<file path="config.mk">
export PLATFORM = sky130hd
export DESIGN_NAME = adc_audio_conditioner
export DESIGN_NICKNAME = d
export VERILOG_FILES = /design/src/rtl/vdp_audio_pkg.sv /design/src/rtl/adc_dc_blocker.sv /design/src/rtl/adc_audio_conditioner.sv
export SDC_FILE = /design/constraint.sdc
export NUM_CORES = 1
export LEC_CHECK = 0
export BUFFER_PORTS_ARGS = -buffer_cell sky130_fd_sc_hd__buf_2
export CAP_MARGIN = 30
export CORE_ASPECT_RATIO = 1.2
export CORE_MARGIN = 2
export CORE_UTILIZATION = 50
export CTS_CLUSTER_DIAMETER = 60
export DETAILED_ROUTE_END_ITERATION = 16
export GPL_TIMING_DRIVEN = 0
export MAX_ROUTING_LAYER = met4
export PLACE_DENSITY = 0.76
export RECOVER_POWER = 50
export SKIP_LAST_GASP = 1
export SLEW_MARGIN = 20
export SYNTH_ARGS = -nofsm -noshare
export SYNTH_HDL_FRONTEND = slang
export SYNTH_SLANG_ARGS = --single-unit
</file>
<file path="constraint.sdc">
create_clock -name clk -period 4.99 [get_ports clk]
set_clock_uncertainty 0.15 [all_clocks]
set_input_delay 0.7485 -clock clk [delete_from_list [all_inputs] [get_ports clk]]
set_output_delay 0.7485 -clock clk [all_outputs]
set_load 0.01 [all_outputs]
</file>
<file path="src/rtl/vdp_audio_pkg.sv">
// Shared definitions for the ADC audio path: state encoding, PCM width and
// the 16-bit saturation helper.
package vdp_audio_pkg;

  localparam int PCM_W = 16;

  typedef enum logic [1:0] {
    AC_IDLE,
    AC_RUN,
    AC_MUTE
  } adc_cond_state_t;

  function automatic logic signed [PCM_W-1:0] sat16(input logic signed [16:0] v);
    if (v > 17'sd32767) begin
      return 16'sh7fff;
    end
    if (v < -17'sd32768) begin
      return 16'sh8000;
    end
    return $signed(v[15:0]);
  endfunction

endpackage

</file>
<file path="src/rtl/adc_dc_blocker.sv">
// Stage A: offset-binary to signed 16-bit conversion and first-order IIR DC
// removal, producing one high-passed sample per accepted ADC strobe.
module adc_dc_blocker
  import vdp_audio_pkg::*;
#(
  parameter int DC_SHIFT = 10
) (
  input  logic                    clk,
  input  logic                    reset,
  input  logic                    clear,
  input  logic                    accept,
  input  logic [11:0]             adc_data,
  output logic signed [PCM_W-1:0] hp_data,
  output logic                    hp_v
);

  localparam int ACC_W = PCM_W + DC_SHIFT + 1;

  logic signed [ACC_W-1:0] dc_acc_q, dc_acc_d;
  logic signed [PCM_W-1:0] hp_q, hp_d;
  logic                    hp_v_q, hp_v_d;
  logic signed [PCM_W-1:0] x16;
  logic signed [16:0]      dc;
  logic signed [16:0]      diff;

  always_comb begin
    // Flipping the MSB maps offset-binary mid-scale onto zero.
    x16      = $signed({~adc_data[11], adc_data[10:0], 4'b0000});
    dc       = 17'(dc_acc_q >>> DC_SHIFT);
    diff     = 17'(x16) - dc;
    dc_acc_d = dc_acc_q;
    hp_d     = hp_q;
    hp_v_d   = 1'b0;
    if (clear) begin
      dc_acc_d = '0;
      hp_d     = '0;
    end else if (accept) begin
      hp_d     = sat16(diff);
      hp_v_d   = 1'b1;
      dc_acc_d = dc_acc_q + ACC_W'(x16) - ACC_W'(dc);
    end
  end

  always_ff @(posedge clk or posedge reset) begin
    if (reset) begin
      dc_acc_q <= '0;
      hp_q     <= '0;
      hp_v_q   <= 1'b0;
    end else begin
      dc_acc_q <= dc_acc_d;
      hp_q     <= hp_d;
      hp_v_q   <= hp_v_d;
    end
  end

  assign hp_data = hp_q;
  assign hp_v    = hp_v_q;

endmodule

</file>
<file path="src/rtl/adc_audio_conditioner.sv">
// MCP3202 sample conditioner: DC blocker, boxcar decimator and a dropout
// watchdog that mutes the PCM output when the ADC stops strobing.
module adc_audio_conditioner
  import vdp_audio_pkg::*;
#(
  parameter int DECIM_LOG2     = 2,
  parameter int DC_SHIFT       = 10,
  parameter int TIMEOUT_CYCLES = 4096
) (
  input  logic                    clk,
  input  logic                    reset,
  input  logic                    enable,
  input  logic [11:0]             adc_data,
  input  logic                    adc_valid,
  output logic signed [PCM_W-1:0] pcm_out,
  output logic                    pcm_valid,
  output logic                    adc_alive
);

  localparam int SUM_W = PCM_W + DECIM_LOG2;
  localparam int WD_W  = $clog2(TIMEOUT_CYCLES + 1);
  localparam logic [WD_W-1:0] WD_LAST = WD_W'(TIMEOUT_CYCLES - 1);
  localparam logic [WD_W-1:0] WD_SAT  = WD_W'(TIMEOUT_CYCLES);

  adc_cond_state_t         state_q, state_d;
  logic [WD_W-1:0]         wd_q, wd_d;
  logic signed [SUM_W-1:0] acc_q, acc_d;
  logic [DECIM_LOG2-1:0]   count_q, count_d;
  logic signed [PCM_W-1:0] pcm_out_q, pcm_out_d;
  logic                    pcm_valid_q, pcm_valid_d;
  logic                    alive_q, alive_d;

  logic                    accept;
  logic                    blk_clear;
  logic signed [PCM_W-1:0] hp_data;
  logic                    hp_v;
  logic signed [SUM_W-1:0] sum;
  logic signed [PCM_W-1:0] avg;

  assign accept    = adc_valid & enable;
  assign blk_clear = ~enable;

  adc_dc_blocker #(
    .DC_SHIFT (DC_SHIFT)
  ) u_dc_blocker (
    .clk      (clk),
    .reset    (reset),
    .clear    (blk_clear),
    .accept   (accept),
    .adc_data (adc_data),
    .hp_data  (hp_data),
    .hp_v     (hp_v)
  );

  // The group mean of 16-bit samples always fits 16 bits, so plain truncation is safe.
  assign sum = acc_q + SUM_W'(hp_data);
  assign avg = PCM_W'(sum >>> DECIM_LOG2);

  always_comb begin
    state_d     = state_q;
    wd_d        = wd_q;
    acc_d       = acc_q;
    count_d     = count_q;
    pcm_out_d   = pcm_out_q;
    pcm_valid_d = 1'b0;
    if (!enable) begin
      state_d   = AC_IDLE;
      wd_d      = '0;
      acc_d     = '0;
      count_d   = '0;
      pcm_out_d = '0;
    end else begin
      if (hp_v) begin
        if (count_q == '1) begin
          pcm_out_d   = avg;
          pcm_valid_d = 1'b1;
          acc_d       = '0;
          count_d     = '0;
        end else begin
          acc_d   = sum;
          count_d = count_q + 1'b1;
        end
      end
      // An accepted sample always wins over an expiring watchdog.
      if (accept) begin
        state_d = AC_RUN;
        wd_d    = '0;
      end else begin
        case (state_q)
          AC_IDLE: begin
            state_d = AC_RUN;
            wd_d    = '0;
          end
          AC_RUN: begin
            if (wd_q >= WD_LAST) begin
              state_d     = AC_MUTE;
              wd_d        = WD_SAT;
              acc_d       = '0;
              count_d     = '0;
              pcm_out_d   = '0;
              pcm_valid_d = 1'b0;
            end else begin
              wd_d = wd_q + 1'b1;
            end
          end
          AC_MUTE: begin
            state_d = AC_MUTE;
          end
          default: begin
            state_d = AC_IDLE;
          end
        endcase
      end
    end
    alive_d = (state_d == AC_RUN);
  end

  always_ff @(posedge clk or posedge reset) begin
    if (reset) begin
      state_q     <= AC_IDLE;
      wd_q        <= '0;
      acc_q       <= '0;
      count_q     <= '0;
      pcm_out_q   <= '0;
      pcm_valid_q <= 1'b0;
      alive_q     <= 1'b0;
    end else begin
      state_q     <= state_d;
      wd_q        <= wd_d;
      acc_q       <= acc_d;
      count_q     <= count_d;
      pcm_out_q   <= pcm_out_d;
      pcm_valid_q <= pcm_valid_d;
      alive_q     <= alive_d;
    end
  end

  assign pcm_out   = pcm_out_q;
  assign pcm_valid = pcm_valid_q;
  assign adc_alive = alive_q;

endmodule

</file>
-- Word level (Yosys, flattened, before mapping)
Index checks and enable logic that the tools add are counted.
- word-level logic and storage cells: 77
- output and inout bits: 18
- register bits: 97
- muxes and demuxes: 49
- $add $sub $neg: 6
- bitwise operators: 2
- reduce and logical (&&, ||, !) cells: 1
- equal/unequal tests: 6
- magnitude comparators: 3
- operator list (cell ; number):
    $mux 16 ; 12
    $mux 18 ; 6
    $mux 27 ; 2
    $mux 13 ; 3
    $add 27x16->27 ; 1
    $sub 27x17->27 ; 1
    $pmux 13 s2 ; 1
    $add 18x16->18 ; 1
    $mux 2 ; 9
    $gt 17x16->1 const B ; 1
    $lt 17x16->1 const B ; 1
    $sub 16x17->17 ; 1
    $mux 1 ; 15
    $add 13x1->13 const B ; 1
    $ge 13x12->1 const B ; 1
    $pmux 2 s3 ; 1
    $eq 2x1->1 const B ; 2
    $eq 2x2->1 const B ; 2
    $ne 4x1->1 const B ; 1
    $add 2x1->2 const B ; 1
    $logic_not 2->1 ; 1
    $ne 2x1->1 const B ; 1
    $and 1x1->1 ; 1
    $not 1->1 ; 1

-- Longest topological paths before layout
Gate-level depths: netlist of the first run.
- word-level depth: 13
- gate-level depth with buffers: 15
- depth with buffers taken out: 15

-- Cells and area by module
A second synthesis of the first run with hierarchy kept.
- cell total of the unflattened synthesis: 849
- area, all modules: 7470.9 um^2
- by module, submodules not included (module ; seq. area each (um^2) ; times used ; cells an instance ; area each (um^2)):
    adc_dc_blocker ; 1101.1 ; 1 ; 513 ; 4414.2
    adc_audio_conditioner ; 1326.3 ; 1 ; 336 ; 3056.7

-- Least setup slack after synthesis of the first run
Ideal clock, no wire load.
- kind: input to register
- start point: in adc_data[11]
- end point: reg u_dc_blocker.dc_acc_q[26]
- cell stages on the path: 10
- buffers on the path: 0
- arrival time: 3.955 ns
- path slack: 0.806 ns
- cell sequence: inv_1 > fa_1 > ha_1 > a2111oi_0 > and3b_1 > a211o_1 > or3_4 > a41oi_2 > mux2i_1 > mux2i_1
- longest elaborated chain between the ends: 5
- RTL lines (element ; RTL line ; text):
    from (decl) ; adc_audio_conditioner.sv:13 ; input logic [11:0] adc_data,
    $not 1->1 ; adc_dc_blocker.sv:28 ; x16 = $signed({~adc_data[11], adc_data[10:0], 4'b0000});
    $add 27x16->27 ; adc_dc_blocker.sv:40 ; dc_acc_d = dc_acc_q + ACC_W'(x16) - ACC_W'(dc);
    $sub 27x17->27 ; adc_dc_blocker.sv:40 ;
    $mux 27 ; adc_dc_blocker.sv:37 ; end else if (accept) begin
    $mux 27 ; adc_dc_blocker.sv:34 ; if (clear) begin
    to (signal assigned) ; adc_dc_blocker.sv:46 ; dc_acc_q <= '0;
    to (signal assigned) ; adc_dc_blocker.sv:50 ; dc_acc_q <= dc_acc_d;
    to (decl) ; adc_dc_blocker.sv:19 ; logic signed [ACC_W-1:0] dc_acc_q, dc_acc_d;
Every way passes these cells. The select of a mux whose other input is x is not followed.
A chain may end at the register's enable or synchronous reset.

-- Worst setup path after layout of the first run
Same ends and word-level chain as after synthesis.

==> results of run 1 <==
## per-layer routing
metal | up-vias | part of all wire, %
met1 | 2935 | 46
met4 | 0 | 2.1
met5 | - | 0
met2 | 102 | 49
met3 | 25 | 3.0
li1 | 3049 | -
## critical path, delay by kind of cell
family | cells | cell delay, ps
mux | 2 | 470
simple gates | 2 | 630
fa+ha+maj | 2 | 910
compound gates | 3 | 1120
buf+inv | 2 | 670
## cells in the mapped netlist (all sizes together) (14+ instances only)
library cell and instances:
clkbuf 22, dfrtp 97, nor3 17, nand2 79, fa 24, nor2 87
o21ai 49, a21o 14, inv 76, nand3 25, xnor2 32, xor2 17
ha 63, a21oi 70, mux2i 21, nand2b 14
## final cells by class
class                           instances  share of cell area, %
Tap cell                              200                  3.057
Buffer                                 27                  1.253
Multi-Input combinational cell        644                  56.41
Timing Repair Buffer                   34                  1.941
Clock inverter                          7                  1.391
Sequential cell                        97                  29.65
Inverter                               77                  3.546
Clock buffer                            9                  2.751
## registers in the layout (all words and copies together) (netlist names)
signal / count
state_q: 2
u_dc_blocker.hp_v: 1
count_q: 2
pcm_out: 16
pcm_valid: 1
wd_q: 13
u_dc_blocker.hp_data: 16
u_dc_blocker.dc_acc_q: 27
acc_q: 18
adc_alive: 1
## how the worst max path moves through the flow
stage / start / endpoint / slack [ps] / cells after the start
6_report: adc_data[11] / u_dc_blocker.dc_acc_q[26] / 570 / 11
5_1_grt: adc_data[11] / u_dc_blocker.dc_acc_q[26] / 330 / 11
3_3_place_gp: adc_data[11] / u_dc_blocker.dc_acc_q[26] / 260 / 11
3_5_place_dp: adc_data[11] / u_dc_blocker.dc_acc_q[26] / 220 / 11
2_1_floorplan: adc_data[11] / u_dc_blocker.dc_acc_q[26] / 810 / 10
4_1_cts: adc_data[11] / u_dc_blocker.dc_acc_q[26] / 550 / 11
## power breakdown
group          internal [mW]  switching (mW)  total [mW]
Sequential             0.919           0.133        1.05
Combinational           1.34            1.75        3.09
Clock                  0.451           0.344       0.795
## per-stage QoR
| step | hold slack, ps | util (%) | setup WS, ps | std cells | power, mW |
|---|---|---|---|---|---|
| after floorplan | 294.9 | - | 805.5 | 845 | 3.498 |
| after global placement | 315.7 | 54.22 | 262.3 | 1077 | 4.018 |
| after detailed placement | 332.3 | 54.44 | 223.1 | 1078 | 4.099 |
| after CTS | 185.9 | 56.79 | 554.7 | 1094 | 4.923 |
| after global routing | 376.8 | 56.56 | 325.2 | 1095 | 5.396 |
| final | 345.8 | 56.56 | 565.0 | 1095 | 4.936 |
## cells by family (layout without fill, tap and decap cells)
family | after synthesis | after routing
XOR/XNOR | 49 | 49
flip-flops | 97 | 97
buffers and inverters | 104 | 154
multiplexers | 21 | 21
AO/OA/AOI/OAI | 211 | 211
AND/OR/NAND/NOR | 274 | 274
adder cells (fa/ha/maj) | 89 | 89
==> results by group, run 1 <==
Logic synthesis
  • Synth Area in Simple Gates: 17.60%
  • Post-synthesis sequential area ratio: between 30% and 40%
  • Synth Area in Adders: between 15 and 20%
  • Synth cell types: 73
  • Yosys Warn Count: 0
  • Synthesized instance count: about 850
  • Mux contribution to synthesized area: approximately 2.8%
  • Post-synth EDFFs: 0
  • Top FF cell, synth: dfrtp_1
  • Synth Cell Area: 7437 sq um
  • Compound-Gate Fraction of Synth Area: 18.57%
  • Top cell type's share of synthesized area: between 30% and 40%
  • Largest family of logic cells by synthesized area: compound AO/OA/AOI/OAI gates
  • Top cell type by total area after synthesis: dfrtp_1
  • Post-synthesis register bit count: 97
  • Synth area leaders: dfrtp_1 33%, ha_1 11%, fa_1 6.5%
  • Net count after synthesis: 948
  • Post-synth ARST share: 100.0%
  • Avg Cell Area, Syn: around 8.8 sq um
  • XOR/XNOR Fraction of Synth Area: 5.771%

GRT
  • Largest net degree at the start of global routing: between 70 and 80
  • First-pass GRT wire length: 29.16 mm
  • Number of global-route vias before repair: 5962
  • Tot GR Track Use: about a quarter
  • Met1 GRT Util: a little under a third
  • Initial antenna violation count: 0
  • Global-route met3 utilization: 3.520%
  • Met2 usage: 39.77%
  • Total gr overflow: 0
  • Busiest grt layer: met2

Critical path
  • Crit path DAT: around 4600 ps
  • RR Endpoint: u_dc_blocker.dc_acc_q[26]
  • CP Max Fanout: 13
  • Worst Reg2Reg Path Length in Cells: 10
  • Crit-path cells: buf_2 > inv_1 > fa_1 > ha_1 > a2111oi_0 > and3b_1 > a211o_1 > or3_4 > a41oi_2 > mux2i_1 > mux2i_1
  • Slowest cell on the critical path: inv_1
  • Setup CP Type: input pin to register
  • Cell mode on critical path: mux2i_1
  • CP peak stage delay: 580 ps
  • RR Startpoint: u_dc_blocker.dc_acc_q[26]
  • Required time of the critical path: 5120 ps
  • FF-to-FF setup slack: 850 ps
  • CP Capture Type: register
  • Startpoint type of the worst setup path: input pin

STA
  • Final-report setup violation count: 0
  • Post-route minimum period: 4425 ps
  • Final period util: 88.68%
  • Final Slew Violations: 77
  • Highest clock rate: ~230 MHz
  • Max transition margin: -22.67%
  • RSZ-0062 raised after global routing: false
  • Worst-margin pin slew: around 1800 ps
  • Setup TNS: 0 ps
  • Hold Vio Cnt, Final: 0

Die
  • Die area: 15870 sq um
  • DIE HEIGHT: 137.6 um
  • Starting density of the core: 51.38%
  • Row count: 48
  • Num ports: 34
  • Core footprint: 14470 sq um
  • Die width: 115.3 um

Placed design
  • DP Area: 7880 sq um
  • DP HPWL: around 13 mm
  • GPL Wtd Cong: 0.9669
  • Port bufs: 32

Finish
  • Multi-input gate area: 4618 sq um
  • Post-layout net count: 993
  • Fillers: 1378
  • Layout area overhead: 10.08%
  • Reg area: 2427 sq um
  • Most frequent cells in the layout: 97 x dfrtp_1, 87 x nor2_1, 79 x nand2_1
  • Most common cell after layout, fill and taps aside: dfrtp_1
  • Share of post-route cells with drive strength above 1: 7.151%
  • ANT cells: 0
  • Design area: 8187 sq um

Job
  • Max Cap Viol: 1

CTS
  • H-tree depth: 3
  • CTS tree: built
  • Post-CTS Hold Fix Bufs: 0
  • CTS Buf Count: 9
  • CTS Sinks: 97
  • Clock-pin slew on the worst setup and hold paths: 70 ps
  • Clk root buf: clkbuf_16
  • Clk buf depth: 2
  • Worst-Skew Late Latency: 360 ps
  • Post-CTS resize count: 0
  • Postcts setup bufs: 0

Route
  • Via/cell ratio: 5.581
  • Total number of vias: 6111
  • WL final: roughly 17 mm
  • Antenna-violating nets left: 0
  • First-pass iteration count of the detailed router: 5
  • DRC: 0
  • Violation count after the first detailed-route iteration: between 200 and 300
  • Drt wl/cell: 15.68 um

Run status
  • Outcome: complete, but fails checks
  • Failing checks: capacitance limit, slew limit

Min path
  • Hold path depth: 1
  • Hold Startpoint: wd_q[6]
  • End of the worst hold path: wd_q[6]
  • Min-Delay Path Class: register to register

Power
  • Leak: 3.813 nW
  • Power density over cell area: 603.0 nW/um^2
  • VDD IR max: ~0.44 mV
No activity file was read; power rests on OpenSTA's default activity.
==> run 2, diff against run 1 <==
--- a/config.mk
+++ b/config.mk
@@ -5,16 +5,16 @@
 export SDC_FILE = /design/constraint.sdc
 export NUM_CORES = 1
 export LEC_CHECK = 0
-export BUFFER_PORTS_ARGS = -buffer_cell sky130_fd_sc_hd__buf_2
 export CAP_MARGIN = 30
 export CORE_ASPECT_RATIO = 1.2
 export CORE_MARGIN = 2
 export CORE_UTILIZATION = 50
 export CTS_CLUSTER_DIAMETER = 60
 export DETAILED_ROUTE_END_ITERATION = 16
+export DONT_BUFFER_PORTS = 1
 export GPL_TIMING_DRIVEN = 0
 export MAX_ROUTING_LAYER = met4
-export PLACE_DENSITY = 0.76
+export PLACE_DENSITY = 0.74
 export RECOVER_POWER = 50
 export SKIP_LAST_GASP = 1
 export SLEW_MARGIN = 20
==> constraint.sdc (replaced) <==
create_clock -name clk -period 4.99 [get_ports clk]
set_clock_uncertainty 0.15 [all_clocks]
set_input_delay 0.7485 -clock clk [delete_from_list [all_inputs] [get_ports clk]]
set_output_delay 0.7485 -clock clk [all_outputs]
set_load 0.005 [all_outputs]
==> run 2 against run 1 <==
Net effect: the flow still finishes with violations (capacitance limit, slew limit); routed wire length fell by 0.61%; flip-flop and latch count did not move; worst setup slack improved by 240 ps; register-to-register slack improved by 90 ps; hold slack got worse by 20 ps; final cell count fell by 3.0%; non-clock buffer count fell by 33.
==> results by group, run 2 (synthesis results as in run 1) <==
Run status
  • Outcome: complete, but fails checks
  • Failing checks: capacitance limit, slew limit

GRT
  • Largest net degree at the start of global routing: 73 (-5.2%)
  • Tot GR Track Use: 23.70% (-0.32 points)
  • First-pass GRT wire length: 28.79 mm (-1.3%)
  • Initial antenna violation count: 0 (unchanged)
  • Total gr overflow: 0 (unchanged)
  • Number of global-route vias before repair: 5996 (+0.57%)

Power
  • Power density over cell area: 604.5 nW/um^2 (+0.25%)
  • Leak: 3.691 nW (-3.2%)
  • VDD IR max: 0.4275 mV (-2.4%)

Critical path
  • Worst Reg2Reg Path Length in Cells: 10 (unchanged)
  • Cell mode on critical path: mux2i_1
  • Crit path DAT: 4320 ps (-240 ps)
  • Startpoint type of the worst setup path: input pin
  • Setup CP Type: input pin to register
  • CP peak stage delay: 530 ps (-50 ps)
  • Crit-path cells: inv_1 > fa_1 > ha_1 > a2111oi_0 > and3b_1 > a211o_1 > or3_4 > a41oi_2 > mux2i_1 > mux2i_1
  • Required time of the critical path: 5120 ps (about the same)
  • Slowest cell on the critical path: inv_1
  • CP Max Fanout: 13 (unchanged)
  • CP Capture Type: register

Finish
  • Most frequent cells in the layout: 97 x dfrtp_1, 87 x nor2_1, 79 x nand2_1
  • Design area: 8011 sq um (-2.1%)
  • Max FFs per register: 27 (unchanged)
  • Post-layout net count: 960 (-3.3%)
  • Share of post-route cells with drive strength above 1: 4.640% (-2.5 points)
  • Most flop-heavy register: u_dc_blocker.dc_acc_q
  • Most common cell after layout, fill and taps aside: dfrtp_1
  • Layout area overhead: 7.722%
  • Biggest regs: u_dc_blocker.dc_acc_q (27), acc_q (18)
  • ANT cells: 0 (unchanged)
  • Fin util: 55.35% (-1.2 points)

Die
  • DIE HEIGHT: 137.6 um (unchanged)
  • Core footprint: 14470 sq um (unchanged)
  • Row count: 48 (unchanged)
  • Num ports: 34 (unchanged)
  • Die area: 15870 sq um (unchanged)
  • Starting density of the core: 51.38% (unchanged)
  • Die width: 115.3 um (unchanged)

CTS
  • Post-CTS resize count: 0 (unchanged)
  • Clk buf depth: 2 (unchanged)
  • CTS Sinks: 97 (unchanged)
  • CTS tree: built
  • Post-CTS Hold Fix Bufs: 0 (unchanged)
  • Clock-pin slew on the worst setup and hold paths: 70 ps (about the same)
  • CTS Buf Count: 9 (unchanged)
  • Worst-Skew Late Latency: 360 ps (about the same)
  • Postcts setup bufs: 0 (unchanged)
  • Clk root buf: clkbuf_16
  • H-tree depth: 3 (unchanged)

Placed design
  • DP Area: 7720 sq um (-2.0%)
  • DP HPWL: 12.89 mm (-1.7%)
  • GPL Wtd Cong: 0.9339 (-3.4%)
  • Port bufs: 0 (-100%)

Route
  • WL final: 17.07 mm (-0.61%)
  • Via/cell ratio: 5.642 (+1.1%)
  • Antenna-violating nets left: 0 (unchanged)
  • Drt wl/cell: 16.07 um (+2.5%)
  • Total number of vias: 5992 (-1.9%)
  • First-pass iteration count of the detailed router: 5 (unchanged)
  • Violation count after the first detailed-route iteration: 372 (+24%)
  • DRC: 0 (unchanged)

STA
  • Final-report setup violation count: 0 (unchanged)
  • Highest clock rate: 239.0 MHz (+5.7%)
  • Final period util: 83.86% (-4.8 points)
  • Post-route minimum period: 4184 ps (-240.5 ps)
  • Worst-margin pin slew: 1809 ps (-31.13 ps)
  • Hold Vio Cnt, Final: 0 (unchanged)
  • Max transition margin: -20.60% (+2.1 points)
  • RSZ-0062 raised after global routing: false
  • Final Slew Violations: 73 (-5.2%)
  • Setup TNS: 0 ps (unchanged)

Min path
  • Min-Delay Path Class: input pin to asynchronous set/reset pin

Job
  • Max Cap Viol: 1 (unchanged)
run 2: metrics by stage:
stage	setup slack, ps	hold slack (ps)	cells	power, mW
after floorplan	805.5	294.9	845	3.498
after global placement	342.5	317.1	1045	4.012
after detailed placement	443.3	328.0	1046	4.070
after CTS	811.6	45.22	1062	4.853
after global routing	605.0	359.2	1062	5.277
final	805.5	326.2	1062	4.843
run 2: cell type report:
class                      count  area (sq um)
buffer                        27         102.6
clock buffer                  10         239.0
clock inverter                 6         78.83
fill                        1323          6462
inverter                      77         290.3
multi-input combinational    644          4618
sequential                    97          2427
tap                          200         250.2
timing repair buffer           1         5.005
run 2: per-layer routing:
layer,track usage [%],routed length [um],share of wire [%],vias up
li1,-,-,-,2982
met3,4.839,799,4.7,40
met2,38.86,8179,48,153
met5,-,0,0,-
met1,28.65,7597,45,2817
met4,9.371,492,2.9,0
run 2: worst paths after layout:
kind                                            from                   endpoint  slack (ps)
min in group clk                             wd_q[6]                    wd_q[6]         350
min reg2reg                                  wd_q[6]                    wd_q[6]         350
min                                            reset                pcm_out[10]         330
max in group asynchronous                      reset   u_dc_blocker.dc_acc_q[4]        2110
max                                     adc_data[11]  u_dc_blocker.dc_acc_q[26]         810
max reg2reg                u_dc_blocker.dc_acc_q[26]  u_dc_blocker.dc_acc_q[26]         940
run 2: power breakdown:
group | switching [mW] | total [mW] | internal, mW
Combinational | 1.71 | 3.04 | 1.33
Clock | 0.336 | 0.750 | 0.414
Sequential | 0.136 | 1.06 | 0.919
run 2: critical path, delay by kind of cell:
kind                       cells  cell delay (ps)
muxes                          2              460
buffers and inverters          1              530
and+or+nand+nor                2              620
adders and majority gates      2              890
AOI/OAI and AO/OA              3             1070
